### config.mk
export PLATFORM = sky130hd
export DESIGN_NAME = axi_lite_master
export DESIGN_NICKNAME = d
export VERILOG_FILES = /design/src/rtl/axi_lite_master.sv
export SDC_FILE = /design/constraint.sdc
export NUM_CORES = 1
export LEC_CHECK = 0
export BUFFER_PORTS_ARGS = -buffer_cell sky130_fd_sc_hd__buf_2
export CAP_MARGIN = 20
export CELL_PAD_IN_SITES_DETAIL_PLACEMENT = 1
export CELL_PAD_IN_SITES_GLOBAL_PLACEMENT = 2
export CORE_MARGIN = 1
export CORE_UTILIZATION = 27
export CTS_BUF_LIST = sky130_fd_sc_hd__clkbuf_8 sky130_fd_sc_hd__clkbuf_16
export DETAILED_ROUTE_END_ITERATION = 10
export PLACE_DENSITY = 0.85
export SLEW_MARGIN = 20
export SYNTH_ARGS = -nofsm -noshare
export SYNTH_HDL_FRONTEND = slang
export SYNTH_SLANG_ARGS = --single-unit
### constraint.sdc
create_clock -name clk -period 2 [get_ports clk]
set_input_delay 0.2 -clock clk [delete_from_list [all_inputs] [get_ports clk]]
set_output_delay 0.2 -clock clk [all_outputs]
set_load 0.05 [all_outputs]
### src/rtl/axi_lite_master.sv
// axi_lite_master
// Single-outstanding AXI4-Lite initiator for the load/store unit. Converts a
// byte/half/word load or store into one AXI4-Lite read or write, generating
// write strobes, aligning store data, and extracting/extending load data.
//
// Build option: define AXI_MASTER_ALIGN_CHECK_EN to reject misaligned half and
// word accesses locally (error response, no AXI traffic). Without it, such
// accesses are issued unchanged and bytes past the word boundary are dropped.
module axi_lite_master (
  input  logic        clk,
  input  logic        rst,

  // Load/store request
  input  logic        req_valid,
  output logic        req_ready,
  input  logic        req_we,
  input  logic [31:0] req_addr,
  input  logic [1:0]  req_size,
  input  logic        req_signed,
  input  logic [31:0] req_wdata,

  // Completion
  output logic        resp_valid,
  output logic [31:0] resp_rdata,
  output logic        resp_err,

  // AXI4-Lite read address / data
  output logic [31:0] axi_araddr,
  output logic        axi_arvalid,
  output logic [2:0]  axi_arprot,
  input  logic        axi_arready,
  input  logic [31:0] axi_rdata,
  input  logic [1:0]  axi_rresp,
  input  logic        axi_rvalid,
  output logic        axi_rready,

  // AXI4-Lite write address / data / response
  output logic [31:0] axi_awaddr,
  output logic        axi_awvalid,
  output logic [2:0]  axi_awprot,
  input  logic        axi_awready,
  output logic [31:0] axi_wdata,
  output logic [3:0]  axi_wstrb,
  output logic        axi_wvalid,
  input  logic        axi_wready,
  input  logic [1:0]  axi_bresp,
  input  logic        axi_bvalid,
  output logic        axi_bready
);

  typedef enum logic [2:0] {
    IDLE,
    RD_ADDR,
    RD_DATA,
    WR_REQ,
    WR_RESP,
    DONE
  } state_t;

  state_t      state_reg;

  // Latched request attributes needed when the read data comes back
  logic [1:0]  off_reg;
  logic [1:0]  size_reg;
  logic        signed_reg;

  // Registered AXI and response outputs
  logic [31:0] araddr_reg;
  logic        arvalid_reg;
  logic        rready_reg;
  logic [31:0] awaddr_reg;
  logic        awvalid_reg;
  logic [31:0] wdata_reg;
  logic [3:0]  wstrb_reg;
  logic        wvalid_reg;
  logic        bready_reg;
  logic        resp_valid_reg;
  logic [31:0] resp_rdata_reg;
  logic        resp_err_reg;

  logic        req_misaligned;
  logic        aw_done;
  logic        w_done;

  // Only the upper response bit distinguishes SLVERR/DECERR from OKAY/EXOKAY
  logic        unused_resp_lsb;
  assign unused_resp_lsb = axi_rresp[0] ^ axi_bresp[0];

  // Strobe covers the access size, moved to the addressed byte lane; lanes
  // shifted past bit 3 fall off the end of the word.
  function automatic logic [3:0] strobe_for(input logic [1:0] size, input logic [1:0] off);
    logic [3:0] base;
    case (size)
      2'd0:    base = 4'b0001;
      2'd1:    base = 4'b0011;
      default: base = 4'b1111;
    endcase
    return base << off;
  endfunction

  // Right-aligned store data moved to its byte lane
  function automatic logic [31:0] align_wdata(input logic [31:0] data, input logic [1:0] off);
    return data << {off, 3'b000};
  endfunction

  // Bring the addressed lane down to bit 0, then truncate and extend
  function automatic logic [31:0] extract_rdata(input logic [31:0] data, input logic [1:0] size,
                                                input logic [1:0] off, input logic sgn);
    logic [31:0] sh;
    logic [31:0] res;
    sh = data >> {off, 3'b000};
    case (size)
      2'd0:    res = sgn ? {{24{sh[7]}}, sh[7:0]} : {24'd0, sh[7:0]};
      2'd1:    res = sgn ? {{16{sh[15]}}, sh[15:0]} : {16'd0, sh[15:0]};
      default: res = sh;
    endcase
    return res;
  endfunction

`ifdef AXI_MASTER_ALIGN_CHECK_EN
  // Half needs addr[0]=0; word (size 2 or 3) needs addr[1:0]=0
  assign req_misaligned = ((req_size == 2'd1) && req_addr[0]) ||
                          (req_size[1] && (req_addr[1:0] != 2'b00));
`else
  assign req_misaligned = 1'b0;
`endif

  // A write channel counts as finished once its valid is low or accepted now
  assign aw_done = !awvalid_reg || axi_awready;
  assign w_done  = !wvalid_reg  || axi_wready;

  // Accept only when idle, and never while reset is held
  assign req_ready = (state_reg == IDLE) && !rst;

  assign axi_araddr  = araddr_reg;
  assign axi_arvalid = arvalid_reg;
  assign axi_arprot  = 3'b000;
  assign axi_rready  = rready_reg;
  assign axi_awaddr  = awaddr_reg;
  assign axi_awvalid = awvalid_reg;
  assign axi_awprot  = 3'b000;
  assign axi_wdata   = wdata_reg;
  assign axi_wstrb   = wstrb_reg;
  assign axi_wvalid  = wvalid_reg;
  assign axi_bready  = bready_reg;
  assign resp_valid  = resp_valid_reg;
  assign resp_rdata  = resp_rdata_reg;
  assign resp_err    = resp_err_reg;

  // Transaction FSM with all outputs registered
  always_ff @(posedge clk) begin
    if (rst) begin
      state_reg      <= IDLE;
      off_reg        <= 2'd0;
      size_reg       <= 2'd0;
      signed_reg     <= 1'b0;
      araddr_reg     <= 32'd0;
      arvalid_reg    <= 1'b0;
      rready_reg     <= 1'b0;
      awaddr_reg     <= 32'd0;
      awvalid_reg    <= 1'b0;
      wdata_reg      <= 32'd0;
      wstrb_reg      <= 4'd0;
      wvalid_reg     <= 1'b0;
      bready_reg     <= 1'b0;
      resp_valid_reg <= 1'b0;
      resp_rdata_reg <= 32'd0;
      resp_err_reg   <= 1'b0;
    end else begin
      case (state_reg)
        IDLE: begin
          if (req_valid) begin
            off_reg    <= req_addr[1:0];
            size_reg   <= req_size;
            signed_reg <= req_signed;
            if (req_misaligned) begin
              // Rejected locally: immediate error completion, nothing on AXI
              resp_valid_reg <= 1'b1;
              resp_err_reg   <= 1'b1;
              resp_rdata_reg <= 32'd0;
              state_reg      <= DONE;
            end else if (req_we) begin
              awaddr_reg  <= {req_addr[31:2], 2'b00};
              wdata_reg   <= align_wdata(req_wdata, req_addr[1:0]);
              wstrb_reg   <= strobe_for(req_size, req_addr[1:0]);
              awvalid_reg <= 1'b1;
              wvalid_reg  <= 1'b1;
              state_reg   <= WR_REQ;
            end else begin
              araddr_reg  <= {req_addr[31:2], 2'b00};
              arvalid_reg <= 1'b1;
              state_reg   <= RD_ADDR;
            end
          end
        end

        RD_ADDR: begin
          if (axi_arready) begin
            arvalid_reg <= 1'b0;
            rready_reg  <= 1'b1;
            state_reg   <= RD_DATA;
          end
        end

        RD_DATA: begin
          if (axi_rvalid) begin
            rready_reg     <= 1'b0;
            resp_rdata_reg <= extract_rdata(axi_rdata, size_reg, off_reg, signed_reg);
            resp_err_reg   <= axi_rresp[1];
            resp_valid_reg <= 1'b1;
            state_reg      <= DONE;
          end
        end

        WR_REQ: begin
          // Address and data channels retire independently
          if (axi_awready) begin
            awvalid_reg <= 1'b0;
          end
          if (axi_wready) begin
            wvalid_reg <= 1'b0;
          end
          if (aw_done && w_done) begin
            bready_reg <= 1'b1;
            state_reg  <= WR_RESP;
          end
        end

        WR_RESP: begin
          if (axi_bvalid) begin
            bready_reg     <= 1'b0;
            resp_rdata_reg <= 32'd0;
            resp_err_reg   <= axi_bresp[1];
            resp_valid_reg <= 1'b1;
            state_reg      <= DONE;
          end
        end

        DONE: begin
          // Single-cycle completion pulse; response fields cleared behind it
          resp_valid_reg <= 1'b0;
          resp_err_reg   <= 1'b0;
          resp_rdata_reg <= 32'd0;
          state_reg      <= IDLE;
        end

        default: begin
          state_reg <= IDLE;
        end
      endcase
    end
  end

endmodule

==> results.yml <==
cells_and_area:
  layout_commonest_cell: "buf_2"
  final_cells: 1264
  final_cell_mix: "244 x buf_2, 161 x nand2_1, 143 x dfxtp_1"
  drive_gt1_share_pct: 34.70
  post-route-util_pct: 37.43
  fill_cells: 2757
  syn_to_final_growth_pct: 35.73
  finalNetCount: 1076
timing:
  fin_crit_sh_pct: 89.18
  worstMarginPinSlew_ns: 0.7343
  final.setup_skew_ns: 0.01119
  holdWs_ns: 0.01434
  tns_ns: 0
  setup_viol: 0
  hold_violations: 0
  slew_headroom_pct: 50.95
  rsz0062_at_grt: "no"
  period_minus_slack_ns: 1.784
  drv_slew: 0
  timing.fmax_ghz: 0.5607
synth:
  synth_edf_count: 0
  yosysSeqAreaShare_pct: 45.85
  yosysWarnings: 0
  syn_area_um2: 6243
  synth_top_area_share_pct: 45.85
  synth_cells: 730
  avgSynthCellArea_um2: 8.553
  ys_types: 47
  yosys-top-cells-area: "dfxtp_1 46%, nand2_1 9.7%, a21oi_1 7.5%, mux2i_1 5.5%, a22oi_1 2.9%"
  synthArstFlopShare_pct: 0
  yosysTopAreaCell: "dfxtp_1"
  synth-main-ff-cell: "dfxtp_1"
  synth-seq-cells: 143
clocking:
  clk_path_buf_depth: 2
  cts-root-buf: "clkbuf_16"
  insertion_delay_ns: 0.43
  tritoncts: "done"
  cts_buffers: 17
  clk_pin_slew_worst_paths_ns: 0.07
  clkSinkCount: 143
  htreeDepth: 4
floorplan:
  design.core.area_um2: 22640
  num_rows: 55
  die-area_um2: 23740
  die_y_um: 154.1
  io_pins: 258
  die_w_um: 154.1
  start_util_pct: 27.58
grt:
  grt_pass1_wl_um: 34370
  grt_pass1_vias: 6181
  grt_max_degree: 56
  grt_overflow_total: 0
  antenna_found_initial: 2
  grt_usage_pct: 18.44
route:
  drcViolationCount: 0
  dr.first_iter.drc_count: 202
  wire_per_inst_um: 17.00
  first_pass_iters: 5
  wl_um: 21490
  viasPerCell: 4.860
  drtAntennaViolNets: 0
  vias: 6143
place:
  io_buffer_count: 245
  gp_congestion: 0.8154
  dp.cells: 1228
  hpwl_um: 15080
worst_hold_path:
  hold_path.class: "in2reg"
critical_path:
  crit_fanout: 10
  worstPathArrival_ns: 2.15
  crit_path_end_kind: "flop"
  cp-start-kind: "flop"
  crit_type: "reg2reg"
  cp.required_ns: 2.37
power_and_ir_drop:
  power_mw: 9.619
  vdd_drop_max_uv: 474.8
  cellPowerDensity_nw_per_um2: 1135
  leakage_nw: 3.666
status:
  status: "finished, final reports clean"
run:
  maxCapViolations: 0
[Yosys cell counts, drive strengths merged, types with 3 or more instances]
cell	n
nand2b	3
a21oi	94
mux4	8
mux2	16
clkbuf	38
a22oi	24
inv	4
a31oi	3
dfxtp	143
a211oi	9
nand3b	9
buf	31
nand2	162
o211ai	10
o21ai	26
mux2i	34
nor3	10
nor4b	3
nand3	10
a22o	9
or3	9
nor2b	10
nor2	42
o21a	8
[critical path: stages, from the launching register on]
cell      delay (ns)
dfxtp_1         0.52
buf_4           0.25
nor4bb_2        0.07
a21oi_2         0.13
nor2b_1         0.52
a22o_1          0.25
[kinds of logic after synthesis]
kind of cell | count (synthesis) | synth area share (%)
mux | 58 | 11.22
flops | 143 | 45.85
compound gates | 190 | 18.32
other cells | 1 | 0.06006
simple gates | 265 | 18.90
buf+inv | 73 | 5.651
[report_power, final]
group	internal [mW]	leakage (nW)	switching, mW
Combinational	0.943	2.22	2.11
Sequential	3.15	1.16	0.191
Clock	1.78	0.287	1.44
[area by class of cell]
| cell class | count | area [µm²] | area share [%] |
|---|---|---|---|
| diodes | 2 | 5.005 | 0.05906 |
| clock inverters | 15 | 172.7 | 2.038 |
| flip-flops and latches | 143 | 2863 | 33.78 |
| multi-input cells | 523 | 3078 | 36.32 |
| well taps | 285 | 356.6 | 4.208 |
| inverters | 4 | 15.01 | 0.1772 |
| repair buffers | 275 | 1559 | 18.40 |
| clock buffers | 17 | 425.4 | 5.020 |
[metal layers]
layer  vias to the layer above  share of wire [%]  track usage (%)  routed length, µm
met3                        28                5.7            5.242               1216
met1                      2964                 45            22.95               9705
li1                       2992                  -                -                  -
met4                         0                1.9            6.238                416
met5                         -                  0                0                  0
met2                       159                 47            30.48              10150
[path summary, 6_finish.rpt]
check	startpoint	endpoint	slack (ns)	cells after the start
max	state_reg[0]	resp_rdata[14]	0.22	5
max reg2reg	state_reg[0]	resp_rdata[14]	0.22	5
min reg2reg	axi_wdata[6]	axi_wdata[6]	0.45	2
min	req_addr[9]	axi_awaddr[9]	0.01	3
[timing repair]
action                                  4_1_cts  5_1_grt
hold endpoints to repair                      3        0
endpoints found under the setup margin        0        0
gates resized for setup                       0        0
hold buffers                                  2        0
setup buffers                                 0        0
[stage by stage]
stage          area [µm²]  worst slack, ns
2_1_floorplan        6284           0.2546
6_report             8474           0.2164
5_1_grt              8474          0.02632
4_1_cts              8469           0.2448
3_3_place_gp         7851           0.2962
3_5_place_dp         7851           0.2681
Power figures use the tool's default switching activity.
